==> src/rtl/sync_filter_bank_pkg.sv <==
// Shared constants and elaboration-time helpers for the synchroniser bank.
package sync_filter_bank_pkg;

    // Fewest flops a synchroniser chain may have and still be a synchroniser.
    localparam int SYNC_MIN_STAGES = 2;

    // Ceiling log2; clog2(1) = 0.
    function automatic int clog2(input int value);
        int res;
        int rem;
        res = 0;
        rem = value - 1;
        while (rem > 0) begin
            res = res + 1;
            rem = rem >> 1;
        end
        return res;
    endfunction

    // Width of the glitch-filter counter: it counts 0..cycles-1, never narrower than 1 bit.
    function automatic int filter_cnt_width(input int cycles);
        return (clog2(cycles) < 1) ? 1 : clog2(cycles);
    endfunction

endpackage

==> src/rtl/sync_filter_bank_if.sv <==
// Signal bundle of the synchroniser bank.
// There is no valid/ready handshake here: async_i is a free-running level with
// no timing relation to the destination clock, level_o is a registered level,
// and rise_o/fall_o are single-cycle registered pulses marking level_o edges.
interface sync_filter_bank_if #(
    parameter int CHANNELS = 4
);
    logic [CHANNELS-1:0] async_i;
    logic [CHANNELS-1:0] level_o;
    logic [CHANNELS-1:0] rise_o;
    logic [CHANNELS-1:0] fall_o;

    // Source side: drives the asynchronous levels, observes the results.
    modport master (
        output async_i,
        input  level_o,
        input  rise_o,
        input  fall_o
    );

    // Synchroniser side.
    modport slave (
        input  async_i,
        output level_o,
        output rise_o,
        output fall_o
    );
endinterface

==> src/rtl/sync_filter_channel.sv <==
// One synchroniser channel: N-flop chain, consecutive-sample glitch filter,
// registered level and registered rise/fall pulses.
module sync_filter_channel
    import sync_filter_bank_pkg::*;
#(
    parameter int   SYNC_STAGES   = 2,
    parameter int   FILTER_CYCLES = 1,
    parameter logic RESET_VAL     = 1'b0
) (
    input  logic clk_i,
    input  logic resetn_i,
    input  logic async_i,
    output logic level_o,
    output logic rise_o,
    output logic fall_o
);

    localparam int               CNT_W   = filter_cnt_width(FILTER_CYCLES);
    localparam logic [CNT_W-1:0] CNT_MAX = CNT_W'(FILTER_CYCLES - 1);
    localparam logic [CNT_W-1:0] CNT_ONE = CNT_W'(1);

    // Synchroniser flops: pure register chain, nothing between stages so the
    // tools can place them back to back.
    (* ASYNC_REG = "TRUE" *) logic [SYNC_STAGES-1:0] sync_q;

    logic             sync_s;
    logic             level_q;
    logic             level_d;
    logic [CNT_W-1:0] cnt_q;
    logic [CNT_W-1:0] cnt_d;
    logic             rise_q;
    logic             fall_q;

    assign sync_s = sync_q[SYNC_STAGES-1];

    // Shift the asynchronous input through the chain; stage 0 is the capture flop.
    always_ff @(posedge clk_i or negedge resetn_i) begin
        if (!resetn_i) begin
            sync_q <= {SYNC_STAGES{RESET_VAL}};
        end else begin
            sync_q <= {sync_q[SYNC_STAGES-2:0], async_i};
        end
    end

    // Filter decision: the level follows the synchronised sample only after it
    // has differed for FILTER_CYCLES consecutive samples; any agreement restarts
    // the count, so a short glitch leaves no trace.
    always_comb begin
        level_d = level_q;
        cnt_d   = '0;
        if (sync_s != level_q) begin
            if (cnt_q == CNT_MAX) begin
                level_d = sync_s;
            end else begin
                cnt_d = cnt_q + CNT_ONE;
            end
        end
    end

    // Level, counter and edge pulses all update on the same edge.
    always_ff @(posedge clk_i or negedge resetn_i) begin
        if (!resetn_i) begin
            level_q <= RESET_VAL;
            cnt_q   <= '0;
            rise_q  <= 1'b0;
            fall_q  <= 1'b0;
        end else begin
            level_q <= level_d;
            cnt_q   <= cnt_d;
            rise_q  <= level_d & ~level_q;
            fall_q  <= ~level_d & level_q;
        end
    end

    assign level_o = level_q;
    assign rise_o  = rise_q;
    assign fall_o  = fall_q;

endmodule

==> src/rtl/sync_filter_bank.sv <==
// Multi-channel clock-domain entry synchroniser: CHANNELS independent copies
// of sync_filter_channel behind one signal bundle. Every output is a flop
// output, so async_i never reaches an output combinationally.
module sync_filter_bank
    import sync_filter_bank_pkg::*;
#(
    parameter int                  CHANNELS      = 4,
    parameter int                  SYNC_STAGES   = 2,
    parameter int                  FILTER_CYCLES = 1,
    parameter logic [CHANNELS-1:0] RESET_VALUE   = '0
) (
    input logic               clk_i,
    input logic               resetn_i,
    sync_filter_bank_if.slave bus
);

    // Reject configurations that would not synchronise or filter at all.
    if (CHANNELS < 1) begin : g_bad_channels
        $error("sync_filter_bank: CHANNELS must be >= 1");
    end
    if (SYNC_STAGES < SYNC_MIN_STAGES) begin : g_bad_stages
        $error("sync_filter_bank: SYNC_STAGES must be >= %0d", SYNC_MIN_STAGES);
    end
    if (FILTER_CYCLES < 1) begin : g_bad_filter
        $error("sync_filter_bank: FILTER_CYCLES must be >= 1");
    end

    logic [CHANNELS-1:0] level_w;
    logic [CHANNELS-1:0] rise_w;
    logic [CHANNELS-1:0] fall_w;

    // One fully independent channel per input bit.
    for (genvar c = 0; c < CHANNELS; c++) begin : g_chan
        sync_filter_channel #(
            .SYNC_STAGES   (SYNC_STAGES),
            .FILTER_CYCLES (FILTER_CYCLES),
            .RESET_VAL     (RESET_VALUE[c])
        ) u_chan (
            .clk_i    (clk_i),
            .resetn_i (resetn_i),
            .async_i  (bus.async_i[c]),
            .level_o  (level_w[c]),
            .rise_o   (rise_w[c]),
            .fall_o   (fall_w[c])
        );
    end

    assign bus.level_o = level_w;
    assign bus.rise_o  = rise_w;
    assign bus.fall_o  = fall_w;

endmodule
==> src/flat_wrapper.sv <==
// flat-port wrapper written by rule: the top's interface ports become plain ports
module sync_filter_bank_flat import sync_filter_bank_pkg::*;
#(
    parameter int                  CHANNELS      = 4,
    parameter int                  SYNC_STAGES   = 2,
    parameter int                  FILTER_CYCLES = 1,
    parameter logic [CHANNELS-1:0] RESET_VALUE   = '0
)
  (clk_i, resetn_i, bus_async_i, bus_level_o, bus_rise_o, bus_fall_o);
  sync_filter_bank_if #(.CHANNELS(CHANNELS)) bus_i ();
  input logic clk_i;
  input logic resetn_i;
  input wire logic [$bits(bus_i.async_i)-1:0] bus_async_i;
  output wire logic [$bits(bus_i.level_o)-1:0] bus_level_o;
  output wire logic [$bits(bus_i.rise_o)-1:0] bus_rise_o;
  output wire logic [$bits(bus_i.fall_o)-1:0] bus_fall_o;
  assign bus_i.async_i = bus_async_i;
  assign bus_level_o = bus_i.level_o;
  assign bus_rise_o = bus_i.rise_o;
  assign bus_fall_o = bus_i.fall_o;
  sync_filter_bank #(.CHANNELS(CHANNELS), .SYNC_STAGES(SYNC_STAGES), .FILTER_CYCLES(FILTER_CYCLES), .RESET_VALUE(RESET_VALUE)) u_core (.clk_i(clk_i), .resetn_i(resetn_i), .bus(bus_i));
endmodule
==> config.mk <==
export PLATFORM = sky130hd
export DESIGN_NAME = sync_filter_bank_flat
export DESIGN_NICKNAME = d
export VERILOG_FILES = /design/src/rtl/sync_filter_bank_pkg.sv /design/src/rtl/sync_filter_bank_if.sv /design/src/rtl/sync_filter_channel.sv /design/src/rtl/sync_filter_bank.sv /design/src/flat_wrapper.sv
export SDC_FILE = /design/constraint.sdc
export NUM_CORES = 1
export LEC_CHECK = 0
export CAP_MARGIN = 20
export CORE_MARGIN = 5
export CORE_UTILIZATION = 44
export DETAILED_ROUTE_END_ITERATION = 10
export PLACE_DENSITY = 0.74
export SLEW_MARGIN = 40
export SYNTH_ARGS = -nofsm -noshare
export SYNTH_HDL_FRONTEND = slang
export SYNTH_SLANG_ARGS = --single-unit
==> constraint.sdc <==
create_clock -name clk_i -period 0.8 [get_ports clk_i]
set_input_delay 0.08 -clock clk_i [delete_from_list [all_inputs] [get_ports clk_i]]
set_output_delay 0.08 -clock clk_i [all_outputs]
set_load 0.03 [all_outputs]
==> flow_metrics.env, run 1 <==
export IMPL_syn_area_sq_um=655.6
export IMPL_start_util_pct=45.09
export IMPL_hold_viol_final=0
export IMPL_worstPathCellList="buf_6"
export IMPL_root_buffer="clkbuf_4"
export IMPL_power_switching_w=0.0003894
export IMPL_start_kind="register"
export IMPL_clockBufferDepth=2
export IMPL_max_slew_margin_rel_pct=92.76
export IMPL_power_frac_clock_pct=24.8
export IMPL_power_leakage_nw=0.4014
export IMPL_yosysUniqueCellTypes=4
export IMPL_clock_sinks=20
export IMPL_wl_um=753
export IMPL_die_width_um=48.60
export IMPL_num_vias=279
export IMPL_violations="negative setup slack"
export IMPL_detail_route_wl_per_cell_um=10.76
export IMPL_syn_nets=50
export IMPL_synth_top_family_by_area="buffers and inverters"
export IMPL_synth_compound_area_share_pct=0
export IMPL_rsz0062_at_grt="true"
export IMPL_clk_pin_slew_ps=100
export IMPL_port_buffer_count=17
export IMPL_syn_inst=44
export IMPL_nNetsFinal=62
export IMPL_fin_skew_ps=4.730
export IMPL_swShare_pct=22.38
export IMPL_core_sq_um=1454
export IMPL_clkLatencyLatePin_ps=280
export IMPL_vdd_drop_max_uv=922.0
export IMPL_syn_to_final_growth_pct=28.05
export IMPL_finalCritPeriodShare_pct=113.0
export IMPL_crit_path_end_kind="output port"
export IMPL_fillCellCount=115
export IMPL_maxCapViolCount=0
export IMPL_io_pins=18
export IMPL_grt_max_degree=21
export IMPL_yosys_top_cells_area="dfrtp_1 76%, buf_4 14%, nor2b_1 7.6%"
export IMPL_setup_viol=13
export IMPL_required_ps=720
export IMPL_synth_xor_area_share_pct=0
export IMPL_netlist_area_leader_share_pct=76.34
export IMPL_cp_depth=1
export IMPL_worstPathArrival_ps=820
export IMPL_fin_ws_ps=-104.3
export IMPL_cts_htree_levels=1
export IMPL_synth_avg_cell_area_sq_um=14.90
export IMPL_avgViaCountPerCell=3.986
export IMPL_yosys_warnings=0
export IMPL_first_global_vias=294
export IMPL_ys_seq_elements=20
export IMPL_criticalPathCategory="reg -> out"
export IMPL_min_period_ps=904.3
export IMPL_diodes=0
export IMPL_finalInstanceArea_sq_um=839.6
export IMPL_min_path_type="in -> async"
export IMPL_std_cell_rows=14
export IMPL_power_frac_comb_pct=12.8
export IMPL_track_usage_pct=7.032
export IMPL_die_h_um=48.60
export IMPL_p_int_w=0.001351
export IMPL_synth_mux_area_share_pct=0
export IMPL_tightest_slew_ps=108.3
export IMPL_antenna_left=0
export IMPL_ys_seq_area_share_pct=76.34
export IMPL_grt_pass1_wl_um=1269
export IMPL_antenna_found_initial=0
export IMPL_worstPathMaxFanout=2
export IMPL_synth_top_cell_by_area="dfrtp_1"
export IMPL_first_pass_iters=1
export IMPL_synthSimpleGateAreaFrac_pct=7.634
export IMPL_cpLargestDelayFamily="flip-flops"
export IMPL_synth_fa_ha_area_share_pct=0
export IMPL_drt_iter0_drc=0
export IMPL_critPathMaxStageDelay_ps=400
export IMPL_cts_buffers_inserted=3
export IMPL_slowest_stage="dfrtp_1"
export IMPL_pwr_share_seq_pct=62.4
export IMPL_grt_overflow=0
export IMPL_drive_gt1_share_pct=38.89
export IMPL_path_buf_inv=1
export IMPL_drc=0
export IMPL_clock_fmax_mhz=1106
export IMPL_cts_tree="yes"
export IMPL_die_area_sq_um=2362
export IMPL_place_area_sq_um=730.7
export IMPL_final_core_util_pct=57.75
export IMPL_dp_hpwl_um=524.1
export IMPL_gp_congestion=0.6065
export IMPL_slew_viol_final=0
export IMPL_rr_worst_depth=3
export IMPL_power_density_nw_per_um2=2073
export IMPL_outcome="complete, but fails checks"
==> synth_stat cells <==
cell type  instances
clkbuf_1           4
buf_4             12
nor2b_1            8
dfrtp_1           20
==> cells by family (layout without fill, tap and decap cells) <==
logic type,Yosys count,in the layout
buffers and inverters,16,26
and+or+nand+nor,8,8
DFF,20,20
==> timing repair <==
item | 4_1_cts | 5_1_grt
setup buffers | 4 | 1
endpoints found under the setup margin | 12 | 12
gates resized for setup | 12 | 1
hold buffers | 0 | 0
==> through the flow <==
step                std cells  TNS (ps)  hold WS [ps]  setup WS (ps)  total power, W
global placement           62         0         331.9          186.9        0.001282
CTS                        69     -1245         117.8         -120.0        0.001761
detailed placement         62         0         334.7          175.1        0.001289
finish                     70     -1122         120.2         -104.3        0.001740
floorplan                  44         0        -215.6          197.2        0.001228
global route               70     -1641         118.1         -141.6        0.001820
==> final cells by class <==
| class | count | area (sq um) | area share [%] |
|---|---|---|---|
| sequential | 20 | 500.5 | 59.61 |
| timing repair buffer | 23 | 246.5 | 29.36 |
| tap | 16 | 20.02 | 2.385 |
| clock buffer | 3 | 22.52 | 2.683 |
| multi-input combinational | 8 | 50.05 | 5.961 |
==> sequential cells by signal, summed over array words and instances (netlist names) <==
register                      flops
u_core.g_chan.u_chan.fall_o       4
u_core.g_chan.u_chan.level_o      4
u_core.g_chan.u_chan.sync_q       8
u_core.g_chan.u_chan.rise_o       4
==> routing by layer <==
metal	track usage [%]	up-vias	share of wire, %
met3	1.227	0	6.9
met2	10.87	11	54
met5	0	-	0
met1	8.016	131	40
li1	-	137	-
met4	6.726	0	0
==> power groups by stage <==
stage,logic [W],registers (W),clock network (W)
final,0.000223,0.00109,0.000431
after global placement,0.000183,0.00110,0
after detailed placement,0.000186,0.00110,0
after CTS,0.000221,0.00109,0.000453
after global routing,0.000236,0.00109,0.000489
after floorplan,0.000130,0.00110,0
==> path summary, 6_finish.rpt <==
check	startpoint	endpoint	slack, ps
min in group clk_i	bus_async_i[1]	u_core.g_chan[1].u_chan.sync_q[0]	220
setup reg to reg	u_core.g_chan[1].u_chan.level_o	u_core.g_chan[1].u_chan.fall_o	-50
max in group asynchronous	resetn_i	u_core.g_chan[0].u_chan.sync_q[1]	550
hold reg to reg	u_core.g_chan[0].u_chan.sync_q[0]	u_core.g_chan[0].u_chan.sync_q[1]	360
setup / recovery	u_core.g_chan[1].u_chan.level_o	bus_level_o[1]	-100
hold / removal	resetn_i	u_core.g_chan[2].u_chan.fall_o	120
==> layout by cell type (no fill, tap or decap) <==
cell type,count
clkbuf_4,3
buf_12,1
nor2b_1,8
clkdlybuf4s50_1,5
dfrtp_1,20
buf_4,4
buf_6,13
No activity file was read; power rests on OpenSTA's default activity.
==> run 2: changes to the inputs <==
--- a/config.mk
+++ b/config.mk
@@ -9,6 +9,7 @@
 export CORE_MARGIN = 5
 export CORE_UTILIZATION = 44
 export DETAILED_ROUTE_END_ITERATION = 10
+export MAX_ROUTING_LAYER = met4
 export PLACE_DENSITY = 0.74
 export SLEW_MARGIN = 40
 export SYNTH_ARGS = -nofsm -noshare
==> results of run 2 <==
The final DEF is identical to that of run 1; final timing and power are the same.
Main changes from that run: final weighted congestion in routability-driven placement 0.6065 -> 0.6105; via count of the first global-routing pass 294 -> 295; overall routing resource usage 7.032% -> 7.228%
==> edit, RTL diff (settings of run 2) <==
`CHANNELS` is set to 4 in 3 places; all go to 6.
--- a/src/rtl/sync_filter_bank_if.sv
+++ b/src/rtl/sync_filter_bank_if.sv
@@ -4,5 +4,5 @@
 // and rise_o/fall_o are single-cycle registered pulses marking level_o edges.
 interface sync_filter_bank_if #(
-    parameter int CHANNELS = 4
+    parameter int CHANNELS = 6
 );
     logic [CHANNELS-1:0] async_i;
--- a/src/rtl/sync_filter_bank.sv
+++ b/src/rtl/sync_filter_bank.sv
@@ -5,5 +5,5 @@
     import sync_filter_bank_pkg::*;
 #(
-    parameter int                  CHANNELS      = 4,
+    parameter int                  CHANNELS      = 6,
     parameter int                  SYNC_STAGES   = 2,
     parameter int                  FILTER_CYCLES = 1,
--- a/src/flat_wrapper.sv
+++ b/src/flat_wrapper.sv
@@ -2,5 +2,5 @@
 module sync_filter_bank_flat import sync_filter_bank_pkg::*;
 #(
-    parameter int                  CHANNELS      = 4,
+    parameter int                  CHANNELS      = 6,
     parameter int                  SYNC_STAGES   = 2,
     parameter int                  FILTER_CYCLES = 1,
Interface: changed (resized bus_async_i, bus_fall_o, bus_level_o and bus_rise_o); port bits go from 18 to 26. No check against the original RTL was run, so the function may have changed too.
==> edit against run 2 <==
The run still ends with negative setup slack left. Sequential share of layout area hardly changed. Wire length up 56%. Sequential cell count up 10. Final area up 50%. Power grew 57%. Synthesized area up 52%. Synthesized cell count increased by 50%. Clock power up 81%. Setup slack worse by 46 ps. Global-route usage grew 1.5 points.
==> edit: results (changes against run 2) <==
outcome: complete, but fails checks
failing checks: negative setup slack
clk slew on worst S/H paths: 80 ps (-20 ps)
critical path arrival: 870 ps (+50 ps)
final setup fails: 18 (+5)
layout cell share with drive strength beyond 1: 43.75% (+4.9 points)
Cells after Synth: 66 (+50%)
drt pass-1 iters: 2 (+1)
Commonest cells post-synth: dfrtp_1 (30), buf_4 (18), and2b_2 (6), clkbuf_1 (6), nor2b_1 (6)
H-Tree Depth: 2 (+1)
Static Leak: 0.0006057 uW (+51%)
Worst Path Max Fanout: 3 (+1)
Placed Area: 1101 sq um (+51%)
Post-Place Cells: 96 (+55%)
filler cell count in the final layout: 173 (+50%)
met3 Use GR: 4.009% (+2.8 points)
post-route insts no fill: 108 (+54%)
CP startpoint: u_core.g_chan[4].u_chan.level_o$_DFF_PN0_
Netlist cell types: 5 (+1)
GRT met1 Usage: 7.941% (-0.075 points)
largest net degree at the start of global routing: 31 (+48%)
clk_lat worst skew: 310 ps (+30 ps)
Final WS setup: -150.5 ps (-46.27 ps)
Reg-to-Reg End: u_core.g_chan[2].u_chan.rise_o$_DFF_PN0_
Synthesized Nets: 74 (+48%)
Worst Skew: 3.204 ps (-1.525 ps)
Tot GR Track Use: 8.679% (+1.5 points)
met2 Track Usage GR: 12.74% (+1.9 points)
Inserted Clock Buffers: 5 (+2)
Reg2Reg Launch Point: u_core.g_chan[2].u_chan.level_o$_DFF_PN0_
peak supply drop: 1.167 mV (+27%)
IO Port Bufs: 25 (+8)
max reg flops: 12 (+4)
global-route wire length before repair: 1904 um (+50%)
[edit: cell type report]
type	count	share of cell area, %
repair buffers	31	26.84
flip-flops and latches	30	59.64
multi-input cells	12	7.157
clock buffers	7	3.579
well taps	28	2.783
[edit: worst min path at each step]
stage,endpoint,depth (start not counted),slack (ps)
6_report,u_core.g_chan[0].u_chan.level_o$_DFF_PN0_,2,110
5_1_grt,u_core.g_chan[0].u_chan.level_o$_DFF_PN0_,2,120
2_1_floorplan,u_core.g_chan[0].u_chan.fall_o$_DFF_PN0_,0,-220
3_5_place_dp,u_core.g_chan[0].u_chan.sync_q[1]$_DFF_PN0_,0,330
3_3_place_gp,u_core.g_chan[5].u_chan.sync_q[1]$_DFF_PN0_,0,330
4_1_cts,u_core.g_chan[1].u_chan.fall_o$_DFF_PN0_,2,110
[edit: power groups by stage]
stage	combinational [uW]	clock [uW]	sequential, uW
after floorplan	201	0	1650
after global placement	272	0	1650
after detailed placement	276	0	1650
after CTS	321	815	1630
after global routing	340	878	1640
final	322	778	1630
[edit: through the flow]
step | total power (uW) | setup TNS [ps]
final | 2730 | -2112
after global routing | 2860 | -2882
after CTS | 2768 | -2475
after detailed placement | 1931 | 0
after global placement | 1922 | 0
after floorplan | 1847 | 0
[edit: per-layer routing]
metal,vias up,part of all wire (%)
met5,-,0
met4,0,0.17
met3,2,11
met2,22,52
met1,213,37
li1,201,-
[edit: what timing repair did]
item	CTS	global route
setup endpoints to repair	18	21
hold endpoints to repair	0	0
gates resized for setup	18	2
setup buffers	4	2
[edit: cell families after synthesis]
kind of cell | after synthesis | share of synthesized area [%]
buffers and inverters | 24 | 15.79
DFF | 30 | 75.19
and+or+nand+nor | 12 | 9.023
